## src/rtl/usb_ep_out_parser.sv

```systemverilog
// OUT-endpoint frame parser: A5/CMD/LEN/payload/CSUM, one FIFO read per 2 cycles, LED frames applied 2 cycles after CSUM read.
// Held frames stall FIFO reads until frm_ack; optional mid-frame idle abort under USB_EP_OUT_TIMEOUT_EN.
module usb_ep_out_parser #(
  parameter int MAX_LEN        = 8,
  parameter int TIMEOUT_CYCLES = 48000
) (
  input  logic       clk_i,
  input  logic       rst_i,
  input  logic [7:0] ep_dout,
  input  logic       ep_empty,
  output logic       ep_re,
  output logic [7:0] led_o,
  output logic       frm_valid,
  output logic [7:0] frm_cmd,
  output logic [3:0] frm_len,
  input  logic       frm_ack,
  input  logic [3:0] pl_addr,
  output logic [7:0] pl_data,
  output logic [7:0] err_cnt
);

  typedef enum logic [2:0] {S_SYNC, S_CMD, S_LEN, S_DATA, S_CSUM, S_HOLD} state_t;

  state_t     state_q, state_d;
  logic       pend_q, pend_d;
  logic       gap_q, gap_d;
  logic [7:0] cmd_q, cmd_d;
  logic [3:0] len_q, len_d;
  logic [3:0] idx_q, idx_d;
  logic [7:0] sum_q, sum_d;
  logic [7:0] led_q, led_d;
  logic       vld_q, vld_d;
  logic [7:0] fcmd_q, fcmd_d;
  logic [3:0] flen_q, flen_d;
  logic [7:0] err_q, err_d;
  logic [7:0] pl_q [16];
  logic       pl_we;
  logic       err_inc;
  logic       to_hit;
  logic [7:0] sum_nxt;

  // gap_q suppresses the read strobe for one cycle after reset and after a frame release
  assign ep_re     = rst_i && !ep_empty && !pend_q && !gap_q && (state_q != S_HOLD);
  assign led_o     = led_q;
  assign frm_valid = vld_q;
  assign frm_cmd   = fcmd_q;
  assign frm_len   = flen_q;
  assign err_cnt   = err_q;
  assign pl_data   = (pl_addr < 4'(MAX_LEN)) ? pl_q[pl_addr] : 8'h00;
  assign sum_nxt   = sum_q + ep_dout;

`ifdef USB_EP_OUT_TIMEOUT_EN
  localparam int TW = $clog2(TIMEOUT_CYCLES + 1);
  logic [TW-1:0] cnt_q, cnt_d;

  always_comb begin
    cnt_d  = '0;
    to_hit = 1'b0;
    if (!pend_q && (state_q inside {S_CMD, S_LEN, S_DATA, S_CSUM})) begin
      if (cnt_q == TW'(TIMEOUT_CYCLES - 1)) to_hit = 1'b1;
      else cnt_d = cnt_q + 1'b1;
    end
  end

  always_ff @(posedge clk_i) begin
    if (!rst_i) cnt_q <= '0;
    else        cnt_q <= cnt_d;
  end
`else
  logic unused_timeout;
  assign unused_timeout = (TIMEOUT_CYCLES > 0);
  assign to_hit = 1'b0;
`endif

  always_comb begin
    state_d = state_q;
    pend_d  = ep_re;
    gap_d   = 1'b0;
    cmd_d   = cmd_q;
    len_d   = len_q;
    idx_d   = idx_q;
    sum_d   = sum_q;
    led_d   = led_q;
    vld_d   = vld_q;
    fcmd_d  = fcmd_q;
    flen_d  = flen_q;
    pl_we   = 1'b0;
    err_inc = 1'b0;
    if (pend_q) begin
      case (state_q)
        S_SYNC: if (ep_dout == 8'hA5) state_d = S_CMD;
        S_CMD: begin
          cmd_d   = ep_dout;
          sum_d   = ep_dout;
          state_d = S_LEN;
        end
        S_LEN: begin
          len_d = ep_dout[3:0];
          sum_d = sum_nxt;
          idx_d = 4'd0;
          if (ep_dout > 8'(MAX_LEN)) begin
            err_inc = 1'b1;
            state_d = S_SYNC;
          end else if (ep_dout == 8'h00) begin
            state_d = S_CSUM;
          end else begin
            state_d = S_DATA;
          end
        end
        S_DATA: begin
          pl_we = 1'b1;
          idx_d = idx_q + 4'd1;
          sum_d = sum_nxt;
          if (idx_q == len_q - 4'd1) state_d = S_CSUM;
        end
        S_CSUM: begin
          state_d = S_SYNC;
          if (sum_nxt != 8'h00) begin
            err_inc = 1'b1;
          end else if (cmd_q == 8'h01 && len_q == 4'd1) begin
            led_d = pl_q[0];
          end else begin
            vld_d   = 1'b1;
            fcmd_d  = cmd_q;
            flen_d  = len_q;
            state_d = S_HOLD;
          end
        end
        default: ;
      endcase
    end
    if (state_q == S_HOLD && frm_ack) begin
      vld_d   = 1'b0;
      gap_d   = 1'b1;
      state_d = S_SYNC;
    end
    if (to_hit) begin
      err_inc = 1'b1;
      state_d = S_SYNC;
    end
    err_d = (err_inc && err_q != 8'hFF) ? err_q + 8'd1 : err_q;
  end

  always_ff @(posedge clk_i) begin
    if (!rst_i) begin
      state_q <= S_SYNC;
      pend_q  <= 1'b0;
      gap_q   <= 1'b1;
      cmd_q   <= 8'h00;
      len_q   <= 4'd0;
      idx_q   <= 4'd0;
      sum_q   <= 8'h00;
      led_q   <= 8'h0F;
      vld_q   <= 1'b0;
      fcmd_q  <= 8'h00;
      flen_q  <= 4'd0;
      err_q   <= 8'h00;
    end else begin
      state_q <= state_d;
      pend_q  <= pend_d;
      gap_q   <= gap_d;
      cmd_q   <= cmd_d;
      len_q   <= len_d;
      idx_q   <= idx_d;
      sum_q   <= sum_d;
      led_q   <= led_d;
      vld_q   <= vld_d;
      fcmd_q  <= fcmd_d;
      flen_q  <= flen_d;
      err_q   <= err_d;
    end
  end

  always_ff @(posedge clk_i) begin
    if (pl_we) pl_q[idx_q] <= ep_dout;
  end

endmodule

```

## config.mk

```make
export PLATFORM = sky130hd
export DESIGN_NAME = usb_ep_out_parser
export DESIGN_NICKNAME = d
export VERILOG_FILES = /design/src/rtl/usb_ep_out_parser.sv
export SDC_FILE = /design/constraint.sdc
export NUM_CORES = 1
export LEC_CHECK = 0
export ABC_AREA = 0
export BUFFER_PORTS_ARGS = -buffer_cell sky130_fd_sc_hd__buf_2
export CAP_MARGIN = 5
export CORE_MARGIN = 8
export CORE_UTILIZATION = 55
export DETAILED_ROUTE_END_ITERATION = 7
export PLACE_DENSITY = 0.78
export SLEW_MARGIN = 30
export SYNTH_ARGS = -nofsm -noshare
export SYNTH_HDL_FRONTEND = slang
export SYNTH_SLANG_ARGS = --single-unit
```

## constraint.sdc

```tcl
create_clock -name clk_i -period 7.85 [get_ports clk_i]
set_input_delay 1.57 -clock clk_i [delete_from_list [all_inputs] [get_ports clk_i]]
set_output_delay 1.57 -clock clk_i [all_outputs]
set_load 0.005 [all_outputs]
```

==> results of run 1 <==
==> final cells by class <==
type | count | area [um^2] | share of cell area [%]
clock buffers | 18 | 418 | 6.30
clock inverters | 14 | 164 | 2.47
inverters | 10 | 37.5 | 0.566
multi-input cells | 337 | 2450 | 37.0
flip-flops and latches | 122 | 3080 | 46.5
well taps | 136 | 170 | 2.57
repair buffers | 58 | 307 | 4.62
==> kinds of logic after synthesis <==
logic type / synth area share, %
AND/OR/NAND/NOR: 16.6
flip-flops: 54.5
adder cells (fa/ha/maj): 3.45
XOR/XNOR: 1.39
AO/OA/AOI/OAI: 8.82
multiplexers: 12.6
buffers and inverters: 2.68
==> sequential cells by signal, indices dropped and copies added (netlist names) <==
name       cells
cmd_q          8
err_cnt        8
frm_cmd        8
frm_len        4
frm_valid      1
gap_q          1
idx_q          4
led_o          8
len_q          4
pend_q         1
pl_q          64
state_q        3
sum_q          8
==> critical path: stages <==
cell and delay, ns:
buf_2 0.44, mux4_2 0.58, mux2i_1 0.22, nor2_1 0.08, buf_2 0.13
==> final timing paths <==
check / from / slack, ns / endpoint / cells past startpoint
setup / recovery: pl_addr[0] / 3.25 / pl_data[0] / 5
hold / removal: frm_cmd[5] / 0.45 / frm_cmd[5] / 2
setup reg to reg: sum_q[0] / 4.25 / frm_len[1] / 9
hold reg to reg: frm_cmd[5] / 0.45 / frm_cmd[5] / 2
==> power breakdown <==
part	internal [mW]	switching [mW]	leakage, nW
Clock	0.459	0.291	0.275
Sequential	0.671	0.000466	1.04
Combinational	0.0211	0.0384	1.01
==> cell usage in the layout (no fill, tap or decap), types with 7 or more instances in the layout <==
cell and n:
ha_1 14, a21oi_1 33, nand2_1 65, nor2_1 41, nor3_1 8, o21ai_0 9, a211oi_1 7, nand2b_1 9
buf_2 53, dfxtp_1 58, mux2i_1 34, clkbuf_16 16, inv_1 10, nand4_1 11, edfxtp_1 64, mux4_2 16
nor4_1 7, and2_1 9
==> per-stage QoR <==
stage / hold slack, ns / setup slack [ns] / utilization [%] / std cells / instance area (um^2)
2_1_floorplan: 0.444 / 3.04 / - / 495 / 5660
3_3_place_gp: 0.439 / 2.87 / 59.3 / 662 / 6010
3_5_place_dp: 0.448 / 2.96 / 59.4 / 663 / 6020
4_1_cts: 0.457 / 3.22 / 65.1 / 695 / 6600
5_1_grt: 0.479 / 3.12 / 65.4 / 695 / 6630
6_report: 0.454 / 3.25 / 65.4 / 695 / 6630
==> per-layer routing <==
metal	routed length, um	global-route usage (%)	up-vias
li1	-	-	1954
met1	5700	25.1	1973
met2	6430	31.4	162
met3	878	4.46	28
met4	330	9.00	0
met5	0	0	-
==> metrics, run 1 <==
Worst Path Required 6.28 ns; most area-hungry cell type in the Yosys netlist edfxtp_1; initial antenna violation count 0; register area share after synthesis a little over half; CP Class input port to output port; drt initial violations 286; post-synth top area share approximately a third; CTS Hold Bufs 0; worst min-delay path class flip-flop to flip-flop; I/O pin cnt between 50 and 60; Reg clk slew, reported paths approximately 0.060 ns; CTS sink count between 100 and 150; RSZ-0062 raised after global routing no; total CTS buffers 17; PwrDens 223 nW/um^2; Seq cells post-synth approximately 120; Final Total Pwr 1.48 mW; crit start category input port; Total Negative Setup Slacks 0 ns; die width between 100 and 150 um; post-synth net total 526; total of max-cap violations 0; final number of setup-violating endpoints 0; WL per Instance about 19 um; YS warnings 0; clk_skew approximately 0.0064 ns; GRT Total Usage 19.7%; layout net count around 580; number of enable flip-flop cells after synthesis between 60 and 70; status finished clean; post-route ant nets 0; Unique masters post-synth 58; largest cells by area after synthesis edfxtp_1 34%, dfxtp_1 21%, mux4_2 6.4%; Final period util roughly three fifths; Placeable Area just over 10000 um^2; vias in the first global route approximately 4200; CTS tree yes; synthesized cell area approximately 5700 um^2; largest net degree at the start of global routing 47; mean number of vias per cell 5.92; Slew headroom 51.7%; f_max 218 MHz; Worst setup EP type output port; H-tree levels 4; FP Rows 37; maximum resistive drop on vdd between 0.0001 and 0.00015 V; Slew @ Worst Pin about 0.72 ns; DRC violations left 0; Main synth FF type edfxtp_1; first-pass GRT wire length 21.8 mm; Clock Tree Buf Depth 2; Root Buffer clkbuf_8; Mapped Cells around 500; PortBufs 53; total congestion overflow 0; 1st-pass router iterations 5; Initial Utilization approximately 56%; Area Overhead vs Synth 17.2%; Post-synth top cells 65 x nand2_1, 64 x edfxtp_1, 58 x dfxtp_1; fraction of layout cells with a size suffix above 1 between 20% and 30%; Slew Viols, Final 0; CP arrival between 3 and 4 ns; fin crit period ~4.6 ns; Worst Path Max Fanout 16; post-CTS setup buffers 0; leakage power ~2.3 nW; layout filler cell count approximately 740; placer congestion estimate 0.856; clk_lat worst skew around 0.51 ns; antenna cells 0; ys async rst share 0%; die height 117 um; syn_area_per_cell 11.4 um^2; most numerous cell in the Yosys netlist nand2_1; die area 13800 um^2; via count approximately 4100; PostCTS Resize Cnt 0; final wirelength 13.3 mm; DP HPWL approximately 8.6 mm; Fin. Hold Viols 0
(Power assumes the default switching activity.)
==> run 2, diff against run 1 <==
clock period = 4.7 ns   (was 7.85 ns; I/O delays follow)
==> run 2 against run 1 <==
Compared with the run above:
- register-to-register slack worse by 2.8 ns
- highest routed layer unchanged
- critical path type is now input port to flip-flop
- first-iteration DRC count up 0.35%
- largest power group unchanged
- via count up 2.0%
- count of clock-buffer cells in the layout down 1
==> metrics, run 2 (synthesis results as in run 1) <==
max reg flops 64; Slew @ Worst Pin about 0.95 ns; fin crit period 3.61 ns; f_max approximately 280 MHz; total CTS buffers 17; Clock power frac around half; commonest non-fill, non-tap cell in the layout nand2_1; fraction of layout cells with a size suffix above 1 around 23%; worst min-delay path class flip-flop to flip-flop; first-pass GRT wire length approximately 22 mm; Reg clk slew, reported paths approximately 0.060 ns; Slew Viols, Final 0; 1st-pass router iterations 5; placed cell area 6080 um^2; maximum resistive drop on vdd ~0.00020 V; final number of setup-violating endpoints 0; Slew headroom a little over a third; Final period util 76.8%; final wirelength 13.2 mm; clk_skew 0.00679 ns; Worst Path Required a little over 5 ns; P_int between 1.5 and 2 mW; crit start category input port; total congestion overflow 0; Flop pwr share between 40 and 50%; via count around 4200; post-route ant nets 0; post-CTS setup buffers 0; CP Class input port to flip-flop; CTS tree yes; total of max-cap violations 0; Sw Share ~21%; PostCTS Resize Cnt 0; PortBufs 53; Comb pwr share ~4.2%; Top reg by flops pl_q; Final Total Pwr about 2.5 mW; die width between 100 and 150 um; RSZ-0062 raised after global routing no; area of the multi-input gates 2430 um^2; die height roughly 120 um; vias in the first global route around 4200; Post-Layout Inst Area approximately 6700 um^2; leakage power 2.38 nW; Fin. Hold Viols 0; Sequential cell area approximately 3100 um^2; CTS Hold Bufs 0; antenna cells 0; mean number of vias per cell 5.97; largest net degree at the start of global routing between 40 and 50; final setup margin 1.09 ns; DRC violations left 0; layout net count 585; Total Negative Setup Slacks 0 ns; placer congestion estimate approximately 0.85; status finished clean; layout filler cell count 750; Worst Path Max Fanout 15; pre-CTS WS ~0.63 ns; WL per Instance between 15 and 20 um; drt initial violations ~290; NetSw approximately 0.54 mW; Initial Utilization a little under three fifths; Placeable Area just over 10000 um^2; initial antenna violation count 0; Worst setup EP type flip-flop; die area 13800 um^2; CP arrival ~4 ns; GRT Total Usage about a fifth; Clock Tree Buf Depth 2; Root Buffer clkbuf_8; H-tree levels 4; clk_lat worst skew between 0.5 and 0.6 ns; Area Overhead vs Synth 17.9%; most frequent cells in the layout 65 x nand2_1, 64 x edfxtp_1, 58 x dfxtp_1; I/O pin cnt 54; PwrDens between 300 and 400 nW/um^2; FP Rows 37; CTS sink count 122; DP HPWL about 9.1 mm
-- run 2: cell count changes in the layout (fill, tap and decap cells not counted), sizes merged --
| cell | change |
|---|---|
| buf | +8 |
| bufinv | +1 |
| clkbuf | -1 |
| clkinv | +5 |
| clkinvlp | -2 |
| inv | -3 |
-- run 2: power by group through the flow --
stage	logic, mW	registers, mW	clock network [mW]
2_1_floorplan	0.0595	1.14	0
3_3_place_gp	0.0994	1.14	0
3_5_place_dp	0.103	1.14	0
4_1_cts	0.104	1.12	1.29
5_1_grt	0.113	1.12	1.35
6_report	0.104	1.12	1.28
-- run 2: final cells by class --
type                       instances  area share [%]
sequential                       122            46.2
multi-input combinational        337            36.4
clock buffer                      17            6.21
timing repair buffer              66            5.44
clock inverter                    15            2.61
tap                              136            2.55
inverter                          10           0.563
-- run 2: through the flow --
| stage | instances | hold WS, ns | util (%) |
|---|---|---|---|
| after floorplan | 495 | 0.444 | - |
| after detailed placement | 671 | 0.444 | 60.0 |
| after CTS | 703 | 0.459 | 65.8 |
| after global routing | 703 | 0.483 | 65.8 |
| final | 703 | 0.456 | 65.8 |
| after global placement | 671 | 0.439 | 60.0 |
-- run 2: routing by layer --
layer / share of wire (%) / track usage [%] / up-vias
met5: 0 / 0 / -
met4: 1.4 / 7.46 / 0
met3: 7.0 / 5.61 / 21
met2: 50 / 32.8 / 176
met1: 41 / 23.7 / 2040
li1: - / - / 1961
-- run 2: critical path, cell delays in order --
cell and delay [ns]:
buf_2 0.19, ha_1 0.27, fa_1 0.41, a211oi_1 0.45, o21ba_2 0.24, o221ai_1 0.16
or3_1 0.52, or4_4 0.59, a311oi_2 0.25
-- run 2: worst paths after layout --
path | slack (ns) | startpoint | end | cells past startpoint
worst min-delay path | 0.46 | frm_len[2] | frm_len[2] | 2
worst max register to register | 1.45 | sum_q[0] | state_q[0] | 8
worst min register to register | 0.46 | frm_len[2] | frm_len[2] | 2
worst max-delay path | 1.09 | ep_dout[0] | state_q[0] | 9
